### config.mk
export PLATFORM = sky130hd
export DESIGN_NAME = hilo_div_unit
export DESIGN_NICKNAME = d
export VERILOG_FILES = /design/src/rtl/hilo_div_unit_pkg.sv /design/src/rtl/hilo_div_unit_div_radix2.sv /design/src/rtl/hilo_div_unit.sv
export SDC_FILE = /design/constraint.sdc
export NUM_CORES = 1
export LEC_CHECK = 0
export BUFFER_PORTS_ARGS = -buffer_cell sky130_fd_sc_hd__buf_2
export CAP_MARGIN = 10
export CELL_PAD_IN_SITES_DETAIL_PLACEMENT = 0
export CELL_PAD_IN_SITES_GLOBAL_PLACEMENT = 1
export CORE_MARGIN = 4
export CORE_UTILIZATION = 45
export CTS_BUF_LIST = sky130_fd_sc_hd__clkbuf_4
export CTS_CLUSTER_DIAMETER = 150
export DETAILED_ROUTE_END_ITERATION = 16
export GPL_TIMING_DRIVEN = 0
export PLACE_DENSITY = 0.95
export SLEW_MARGIN = 25
export SYNTH_ARGS = -nofsm -noshare
export SYNTH_HDL_FRONTEND = slang
export SYNTH_SLANG_ARGS = --single-unit
### constraint.sdc
create_clock -name clk -period 7.04 [get_ports clk]
set_input_delay 0.352 -clock clk [delete_from_list [all_inputs] [get_ports clk]]
set_output_delay 0.352 -clock clk [all_outputs]
set_load 0.01 [all_outputs]
### src/rtl/hilo_div_unit_pkg.sv
// Shared definitions for the HI/LO register and divide unit.
// ALU operation codes, FSM state encoding and small op-decode helpers.
// Optional feature macro used by the top: HILO_MULT_EN.
package hilo_div_unit_pkg;

    // ALU operation codes seen in EX
    localparam logic [7:0] EXE_MFHI_OP  = 8'b0001_0000;
    localparam logic [7:0] EXE_MTHI_OP  = 8'b0001_0001;
    localparam logic [7:0] EXE_MFLO_OP  = 8'b0001_0010;
    localparam logic [7:0] EXE_MTLO_OP  = 8'b0001_0011;
    localparam logic [7:0] EXE_MULT_OP  = 8'b0001_1000;
    localparam logic [7:0] EXE_MULTU_OP = 8'b0001_1001;
    localparam logic [7:0] EXE_DIV_OP   = 8'b0001_1010;
    localparam logic [7:0] EXE_DIVU_OP  = 8'b0001_1011;

    // Divide sequencing states
    typedef enum logic [1:0] {
        ST_IDLE = 2'd0,
        ST_BUSY = 2'd1,
        ST_DONE = 2'd2
    } state_t;

    function automatic logic is_div_op(input logic [7:0] op);
        return (op == EXE_DIV_OP) || (op == EXE_DIVU_OP);
    endfunction

    function automatic logic is_mult_op(input logic [7:0] op);
        return (op == EXE_MULT_OP) || (op == EXE_MULTU_OP);
    endfunction

endpackage

### src/rtl/hilo_div_unit_div_radix2.sv
// div_radix2: iterative radix-2 restoring divider core.
// Operates on magnitudes; sign correction is applied to the final
// quotient/remainder, which are presented combinationally on o_quot/o_rem
// during the last iteration (o_done) so the owner can capture them at that edge.
module div_radix2
    import hilo_div_unit_pkg::*;
#(
    parameter int DW    = 32,
    parameter int CNT_W = 5
) (
    input  logic          clk,
    input  logic          rst,
    input  logic          i_start,
    input  logic          i_cancel,
    input  logic          i_signed,
    input  logic [DW-1:0] i_a,
    input  logic [DW-1:0] i_b,
    output logic          o_busy,
    output logic          o_done,
    output logic [DW-1:0] o_quot,
    output logic [DW-1:0] o_rem
);

    logic             r_busy;
    logic [CNT_W-1:0] r_cnt;
    logic [DW-1:0]    r_rem;
    logic [DW-1:0]    r_quo;
    logic [DW-1:0]    r_dvs;
    logic             r_neg_q;
    logic             r_neg_r;

    logic             w_a_neg;
    logic             w_b_neg;
    logic [DW-1:0]    w_a_mag;
    logic [DW-1:0]    w_b_mag;
    logic [DW:0]      w_shift;
    logic             w_fits;
    logic [DW-1:0]    w_rem_nxt;
    logic [DW-1:0]    w_quo_nxt;

    // Operand magnitudes; the most negative value maps onto itself, which is
    // the correct unsigned magnitude.
    assign w_a_neg = i_signed & i_a[DW-1];
    assign w_b_neg = i_signed & i_b[DW-1];
    assign w_a_mag = w_a_neg ? -i_a : i_a;
    assign w_b_mag = w_b_neg ? -i_b : i_b;

    // One restoring step: shift the next dividend bit into the partial
    // remainder, subtract the divisor when it fits. A carry out of the shift
    // means the partial remainder already exceeds any DW-bit divisor.
    assign w_shift   = {r_rem, r_quo[DW-1]};
    assign w_fits    = w_shift[DW] | (w_shift[DW-1:0] >= r_dvs);
    assign w_rem_nxt = w_fits ? (w_shift[DW-1:0] - r_dvs) : w_shift[DW-1:0];
    assign w_quo_nxt = {r_quo[DW-2:0], w_fits};

    assign o_busy = r_busy;
    assign o_done = r_busy && (r_cnt == CNT_W'(DW - 1));
    assign o_quot = r_neg_q ? -w_quo_nxt : w_quo_nxt;
    assign o_rem  = r_neg_r ? -w_rem_nxt : w_rem_nxt;

    // Iteration control: busy flag and bit counter
    always_ff @(posedge clk) begin
        if (rst) begin
            r_busy <= 1'b0;
            r_cnt  <= '0;
        end else if (i_cancel) begin
            r_busy <= 1'b0;
            r_cnt  <= '0;
        end else if (i_start) begin
            r_busy <= 1'b1;
            r_cnt  <= '0;
        end else if (r_busy) begin
            r_cnt <= r_cnt + CNT_W'(1);
            if (o_done) begin
                r_busy <= 1'b0;
            end
        end
    end

    // Datapath: load magnitudes on start, then one quotient bit per cycle
    always_ff @(posedge clk) begin
        if (i_start) begin
            r_rem   <= '0;
            r_quo   <= w_a_mag;
            r_dvs   <= w_b_mag;
            r_neg_q <= w_a_neg ^ w_b_neg;
            r_neg_r <= w_a_neg;
        end else if (r_busy) begin
            r_rem <= w_rem_nxt;
            r_quo <= w_quo_nxt;
        end
    end

endmodule

### src/rtl/hilo_div_unit.sv
// hilo_div_unit: EX-stage owner of the HI/LO registers.
// Handles MTHI/MTLO/MFHI/MFLO and sequences DIV/DIVU through div_radix2,
// freezing the pipeline via stall_o while a divide is in flight.
// Optional feature: define HILO_MULT_EN to make MULT/MULTU write the
// 64-bit product into {HI,LO} in a single cycle; otherwise they write nothing.
module hilo_div_unit
    import hilo_div_unit_pkg::*;
#(
    parameter int DW    = 32,
    parameter int CNT_W = 5
) (
    input  logic          clk,
    input  logic          rst,
    input  logic          en_i,
    input  logic [7:0]    aluop_i,
    input  logic          write_hilo_i,
    input  logic [DW-1:0] srca_i,
    input  logic [DW-1:0] srcb_i,
    input  logic          flush_i,
    output logic          stall_o,
    output logic [DW-1:0] hilo_rdata_o,
    output logic [DW-1:0] hi_o,
    output logic [DW-1:0] lo_o
);

    state_t        r_state;
    logic [DW-1:0] r_hi;
    logic [DW-1:0] r_lo;

    logic          w_idle;
    logic          w_accept;
    logic          w_div_start;
    logic          w_b_zero;
    logic          w_core_start;
    logic          w_core_busy;
    logic          w_core_done;
    logic [DW-1:0] w_core_quot;
    logic [DW-1:0] w_core_rem;
    logic          w_mthi;
    logic          w_mtlo;
    logic          w_div_write;

    // New instructions are only taken in IDLE; a flushed slot does nothing.
    assign w_idle       = (r_state == ST_IDLE);
    assign w_accept     = w_idle && en_i && !flush_i;
    assign w_div_start  = w_accept && is_div_op(aluop_i);
    assign w_b_zero     = (srcb_i == '0);
    assign w_core_start = w_div_start && !w_b_zero;
    assign w_mthi       = w_accept && write_hilo_i && (aluop_i == EXE_MTHI_OP);
    assign w_mtlo       = w_accept && write_hilo_i && (aluop_i == EXE_MTLO_OP);

    // A completing divide loses to a flush arriving in the same cycle.
    assign w_div_write  = (r_state == ST_BUSY) && w_core_done && !flush_i;

    // Stall covers the issue cycle and every iteration; a flush releases it
    // immediately.
    assign stall_o = w_div_start || (w_core_busy && !flush_i);

    assign hi_o = r_hi;
    assign lo_o = r_lo;

`ifdef HILO_MULT_EN
    logic          w_mult;
    logic [2*DW-1:0] w_prod;

    assign w_mult = w_accept && write_hilo_i && is_mult_op(aluop_i);

    // Signed product uses sign-extended operands; the low 2*DW bits are exact.
    always_comb begin
        w_prod = '0;
        if (aluop_i == EXE_MULT_OP) begin
            w_prod = {{DW{srca_i[DW-1]}}, srca_i} * {{DW{srcb_i[DW-1]}}, srcb_i};
        end else begin
            w_prod = {{DW{1'b0}}, srca_i} * {{DW{1'b0}}, srcb_i};
        end
    end
`endif

    // Register read mux for MFHI/MFLO
    always_comb begin
        hilo_rdata_o = '0;
        if (aluop_i == EXE_MFHI_OP) begin
            hilo_rdata_o = r_hi;
        end else if (aluop_i == EXE_MFLO_OP) begin
            hilo_rdata_o = r_lo;
        end
    end

    div_radix2 #(
        .DW    (DW),
        .CNT_W (CNT_W)
    ) u_div (
        .clk      (clk),
        .rst      (rst),
        .i_start  (w_core_start),
        .i_cancel (flush_i),
        .i_signed (aluop_i == EXE_DIV_OP),
        .i_a      (srca_i),
        .i_b      (srcb_i),
        .o_busy   (w_core_busy),
        .o_done   (w_core_done),
        .o_quot   (w_core_quot),
        .o_rem    (w_core_rem)
    );

    // Divide sequencer: IDLE -> BUSY -> DONE -> IDLE, zero divisor skips BUSY
    always_ff @(posedge clk) begin
        if (rst) begin
            r_state <= ST_IDLE;
        end else begin
            case (r_state)
                ST_IDLE: begin
                    if (w_div_start) begin
                        r_state <= w_b_zero ? ST_DONE : ST_BUSY;
                    end
                end
                ST_BUSY: begin
                    if (flush_i) begin
                        r_state <= ST_IDLE;
                    end else if (w_core_done) begin
                        r_state <= ST_DONE;
                    end
                end
                ST_DONE: begin
                    // The held DIV retires here; it must not start again.
                    r_state <= ST_IDLE;
                end
                default: begin
                    r_state <= ST_IDLE;
                end
            endcase
        end
    end

    // Architectural HI/LO update
    always_ff @(posedge clk) begin
        if (rst) begin
            r_hi <= '0;
            r_lo <= '0;
        end else if (w_div_write) begin
            r_hi <= w_core_rem;
            r_lo <= w_core_quot;
        end else if (w_div_start && w_b_zero) begin
            r_hi <= srca_i;
            r_lo <= '1;
        end else if (w_mthi) begin
            r_hi <= srca_i;
        end else if (w_mtlo) begin
            r_lo <= srca_i;
`ifdef HILO_MULT_EN
        end else if (w_mult) begin
            r_hi <= w_prod[2*DW-1:DW];
            r_lo <= w_prod[DW-1:0];
`endif
        end
    end

endmodule

; After elaboration in Yosys (flattened, before gate mapping)
; Index checks and enable logic that the tools add are counted.
[classes]
n_addsub = 6
order_cmp = 1
n_eq_ne = 11
mux = 24
bitwise_logic = 4
n_reduce_logical = 25
[op_table]
columns = operator, n
row1 = two-way mux 32 bit, 16
row2 = negation 32 bit, 4
row3 = equality test 8 x 5 -> 1 bit (second input constant), 6
row4 = greater-or-equal comparator 32 bit, 1
row5 = logical NOT 32 bit, 1
row6 = subtractor 32 bit, 1
row7 = logical AND 1 bit, 12
row8 = two-way mux 2 bit, 4
row9 = nonzero test 3 bit, 2
row10 = adder 5 x 1 -> 5 bit (second input constant), 1
row11 = equality test 5 bit (second input constant), 1
row12 = one-hot mux 2 bit (2 select lines), 1
row13 = AND reduction 2 bit, 2
row14 = two-way mux 1 bit, 3
row15 = != test 3 x 1 -> 1 bit (second input constant), 1
row16 = != test 3 bit (second input constant), 1
row17 = OR reduction 3 bit, 1
row18 = bitwise AND 1 bit, 2
row19 = equality test 2 x 1 -> 1 bit (second input constant), 1
row20 = logical NOT 1 bit, 2
row21 = logical NOT 2 bit, 1
row22 = logical OR 1 bit, 2
row23 = != test 2 x 1 -> 1 bit (second input constant), 1
row24 = nonzero test 2 bit, 1
row25 = 3 further kinds, 3
[totals]
regBits = 170
inputBits = 77
output_inout_bits = 97
elab_cells = 81

; Longest topological paths before layout
[logic_depth]
depth_word = 9
depth_mapped = 24
ltp_nobuf = 19

; Cells and area by module
; From an unflattened synthesis, not the netlist that was laid out.
[hier_totals]
hier_cells = 1530
hier_area_um2 = 12867.3
[modules_own_cells]
columns = mod, instances, cells_each, area_per_inst_um2, seq_area_each_um2
row1 = div_radix2, 1, 1125, 9120.0, 2742.6
row2 = hilo_div_unit, 1, 405, 3747.3, 1321.3

; Worst setup path after synthesis
; Ideal clock, no wire load.
[synth_timing]
kind = flip-flop to flip-flop
from = register u_div.r_dvs[19]
to = register r_lo[22], in the netlist lo_o[22]
setup_ps = 128
arrival_ps = 5164
required_time_ps = 6912
path_slack_ps = 1748
stages_incl_launch_ff = 25
n_path_buf = 6
period_less_slack_ps = 5292
cell_sequence = edfxtp_1 > inv_1 > ha_1 > buf_2 > a21oi_2 > o21ai_1 > a221o_1 > o21ai_2 > nand3_1 > inv_1 > buf_2 > buf_2 > buf_1 > buf_2 > buf_1 > ha_1 > nand2b_1 > or3_1 > or3_1 > or3_1 > o31ai_1 > xor2_1 > a21oi_1 > a21oi_1 > nor2_1
[synth_between]
elab_chain_cells = 5
[synth_lines]
columns = item, line_no
row1 = start: declaration, hilo_div_unit_div_radix2.sv:28  ; logic [DW-1:0] r_dvs;
row2 = start signal: assignment, hilo_div_unit_div_radix2.sv:85  ; r_dvs <= w_b_mag;
row3 = greater-or-equal comparator 32 bit, hilo_div_unit_div_radix2.sv:52  ; assign w_fits = w_shift[DW] | (w_shift[DW-1:0] >= r_dvs);
row4 = OR 1 bit, hilo_div_unit_div_radix2.sv:52
row5 = negation 32 bit, hilo_div_unit_div_radix2.sv:58  ; assign o_quot = r_neg_q ? -w_quo_nxt : w_quo_nxt;
row6 = two-way mux 32 bit, hilo_div_unit_div_radix2.sv:58
row7 = two-way mux 32 bit, hilo_div_unit.sv:140  ; end else if (w_div_write) begin
row8 = end signal: assignment, hilo_div_unit.sv:142  ; r_lo <= w_core_quot;
row9 = end signal: assignment, hilo_div_unit.sv:149  ; r_lo <= srca_i;
row10 = end: declaration, hilo_div_unit.sv:28  ; logic [DW-1:0] r_lo;
; Every way passes these cells.
; A chain may end at the register's enable or synchronous reset.

; Final worst setup path
[layout_timing]
from = register u_div.r_rem[24]
to = register r_hi[28], in the netlist hi_o[28]
[layout_between]
elab_chain_cells = 6
elab_cells_between_ends = 7
cone_classes = 2 x add/sub / 1 x order compare / 3 x mux / 1 x bitwise
[layout_lines]
columns = item, line_no
row1 = start: declaration, hilo_div_unit_div_radix2.sv:26  ; logic [DW-1:0] r_rem;
row2 = start signal: assignment, hilo_div_unit_div_radix2.sv:89  ; r_rem <= w_rem_nxt;
row3 = greater-or-equal comparator 32 bit, hilo_div_unit_div_radix2.sv:52
row4 = OR 1 bit, hilo_div_unit_div_radix2.sv:52
row5 = two-way mux 32 bit *, hilo_div_unit_div_radix2.sv:53  ; assign w_rem_nxt = w_fits ? (w_shift[DW-1:0] - r_dvs) : w_shift[DW-1:0];
row6 = negation 32 bit, hilo_div_unit_div_radix2.sv:59  ; assign o_rem = r_neg_r ? -w_rem_nxt : w_rem_nxt;
row7 = two-way mux 32 bit *, hilo_div_unit_div_radix2.sv:59
row8 = two-way mux 32 bit *, hilo_div_unit.sv:140
row9 = end signal: assignment, hilo_div_unit.sv:141  ; r_hi <= w_core_rem;
row10 = end signal: assignment, hilo_div_unit.sv:144  ; r_hi <= srca_i;
row11 = end signal: assignment, hilo_div_unit.sv:147  ; r_hi <= srca_i;
row12 = end: declaration, hilo_div_unit.sv:27  ; logic [DW-1:0] r_hi;
; Every way passes the cells marked *; elsewhere a longest branch is shown, timed or not.

==> flow_summary.yaml <==
status:
  status: "completed"
setup_path:
  rrSetupSlack_ns: 0.26
  critPathLaunchType: "register"
  reg2reg_depth: 19
  crit_required_ns: 7.56
  rr_endpoint: "hi_o[28]"
  cp-end-kind: "register"
  path_max_fanout: 10
  cp.arrival_ns: 7.30
  crit_type: "register to register"
  r2r-start: "u_div.r_rem[24]"
global_route:
  overflow: 0
  grt_max_degree: 33
  grt_pass1_vias: 12200
  grt_usage_pct: 28.2
  grt_pass1_wl_mm: 68.5
  antenna_found_initial: 1
finish:
  syn_to_final_growth_pct: 14.0
  final_cell_count_no_fill: 2163
  nNetsFinal: 1893
  drive_gt1_share_pct: 14.1
  fin_util_pct: 52.7
  final_area_um2: 14300
yosys:
  synthFlopType: "dfxtp_1"
  synth.area.top_cells: "dfxtp_1 (17%), edfxtp_1 (16%), nor2_1 (6.0%), a21oi_1 (5.4%), xor2_1 (5.4%)"
  yosysMostFrequentCell: "nor2_1"
  yosysSeqAreaShare_pct: 32.3
  synth_seq_cells: 170
  syn_avg_cell_area_um2: 7.94
  syn-instance-count: 1583
  synth_top_area_cell: "dfxtp_1"
  synth_xor_area_share_pct: 9.76
  yosys_warnings: 0
  synth_top_family_by_area: "compound AO/OA/AOI/OAI gates"
  synth_top_area_share_pct: 16.6
  synth.distinct_cells: 86
  synth-compound-area-share_pct: 22.7
  post_synth_most_frequent_cells: "nor2_1 (201), nand2_1 (161), a21oi_1 (135)"
  synthArstFlopShare_pct: 0
  syn_nets: 1699
  synth.cell_area_um2: 12600
  synth_edf_count: 66
  synth-simple-area-share_pct: 22.3
  synth_fa_ha_area_share_pct: 3.94
  synth_mux_area_share_pct: 4.23
floorplan:
  rows: 60
  io_pins: 174
  core_um2: 27200
  die_h_um: 175
  dieArea_um2: 30700
  die_w_um: 175
  start_util_pct: 46.2
routing:
  ant_nets: 0
  wl_mm: 44.9
  vias_per_cell: 6.04
  drtPass1Iterations: 6
  num_vias: 13100
  wire_per_inst_um: 20.8
  drt_iter0_drc: 1343
  drc_errors: 0
clock_tree:
  cts.path.max_buffers: 2
  clk_latency_ns: 0.64
  cts_tree: "done"
  clkTransAtPathRegs_ns: 0.21
  h-tree-depth: 4
  cts-root-buf: "clkbuf_4"
  post_cts_buffers: 0
  cts_buffers: 17
  numClockSinks: 170
timing:
  skew_ns: 0.0558
  slew_headroom_pct: 35.4
  worst_pin_slew_ns: 0.957
  rsz0062_at_grt: "no"
  layout_worst_path_cycle_share_pct: 96.3
  period_needed_ns: 6.78
  report.final.setup_viol: 0
  finalHoldViolCount: 0
  finalMaxSlewViolations: 0
  fin_ws_ns: 0.260
  max_freq_mhz: 147
power_and_ir_drop:
  p_leak_nw: 5.75
  total_power_mw: 2.43
  ir_drop_uv: 79.0
  p_per_area_nw_per_um2: 170
min_path:
  holdPathEnd: "hi_o[9]"
  holdPathStages: 3
  hp-class: "primary input to register"
  hp-start: "srca_i[9]"
place:
  dp.cells: 2127
  io_buffers: 171
  hpwlAfterDp_mm: 36.4
  gp_congestion: 1.00
  post_dp_cell_area_um2: 13900
  detailedPlace.worstSlack_ns: -0.175
flow_run:
  max-cap-violations: 0
==> stage by stage <==
stage,TNS (ns),hold slack (ns)
after CTS,0,0.0117
after global placement,-0.301,0.480
final,0,0.0216
after floorplan,0,0.428
after detailed placement,-0.237,0.500
after global routing,0,0.00286
==> logic make-up after synthesis <==
family | Yosys count
simple gates | 594
buf+inv | 151
compound gates | 436
xor+xnor | 140
fa+ha+maj | 39
flops | 170
mux | 53
==> layout make-up <==
class	count	area (µm²)
Sequential cell	170	4060
Clock inverter	15	206
Fill cell	2693	12900
Multi-Input combinational cell	1262	7930
Buffer	100	408
Tap cell	372	465
Inverter	49	184
Timing Repair Buffer	177	933
Clock buffer	17	128
Antenna cell	1	2.50
==> power by group <==
| group | switching (mW) | total, mW | internal [mW] |
|---|---|---|---|
| Sequential | 0.0480 | 1.09 | 1.05 |
| Clock | 0.440 | 0.641 | 0.201 |
| Combinational | 0.453 | 0.692 | 0.239 |
| Total | 0.941 | 2.43 | 1.49 |
==> how the worst max path moves through the flow <==
stage | from | endpoint | slack, ns | depth (start not counted)
6_report | u_div.r_rem[24] | hi_o[28] | 0.26 | 19
4_1_cts | u_div.r_dvs[14] | hi_o[28] | 0.008 | 21
3_5_place_dp | u_div.r_rem[13] | hi_o[28] | -0.18 | 20
2_1_floorplan | u_div.r_dvs[19] | lo_o[22] | 1.75 | 24
3_3_place_gp | u_div.r_rem[13] | hi_o[28] | -0.20 | 20
5_1_grt | u_div.r_rem[24] | lo_o[22] | 0.02 | 22
==> what timing repair did <==
item | 4_1_cts | 5_1_grt
gates cloned | 0 | 0
pin swaps | 0 | 0
setup endpoints to repair | 6 | 7
hold endpoints to repair | 5 | 0
hold buffers | 5 | 0
resized for setup | 1 | 3
==> sequential cells by signal, summed over array words and instances (netlist names) <==
signal         count
r_state            2
u_div.o_busy       1
u_div.r_quo       32
lo_o              32
hi_o              32
u_div.r_neg_r      1
u_div.r_neg_q      1
u_div.r_dvs       32
u_div.r_rem       32
u_div.r_cnt        5
==> cells in the final DEF, fill, tap and decap left out, types with 19 or more instances in the layout <==
cell      count
nor2_1      201
buf_2       185
nand2_1     160
a21oi_1     134
dfxtp_1     104
o21ai_0     103
clkbuf_1     78
xor2_1       77
edfxtp_1     66
xnor2_1      63
nor3_1       58
mux2i_1      52
inv_1        49
ha_1         38
or3_1        35
o31ai_1      31
nand3_1      23
nand4_1      22
clkbuf_4     19
==> routing by layer <==
metal / vias up / share of wire (%) / routed length (µm) / GRT usage, %
li1: 6145 / - / - / -
met1: 6150 / 41 / 18400 / 36.2
met2: 632 / 47 / 20900 / 47.5
met3: 130 / 7.7 / 3450 / 4.00
met4: 0 / 4.6 / 2080 / 12.4
met5: - / 0 / 0 / 0
==> worst max-delay path, cell delays in order, from the launching register on <==
cell	delay, ns
dfxtp_1	0.48
ha_1	0.28
clkbuf_1	0.19
a21oi_1	0.25
o21ai_0	0.25
nor2b_1	0.23
a2111oi_4	0.37
nand3_1	0.31
buf_2	0.30
buf_1	0.32
clkbuf_1	0.40
o21ai_0	0.78
ha_1	0.35
nand3_1	0.17
or4_4	0.46
a211oi_2	0.26
or3b_4	0.45
o41ai_4	0.34
xor2_1	0.33
a211oi_1	0.13
Power figures use the tool's default switching activity.
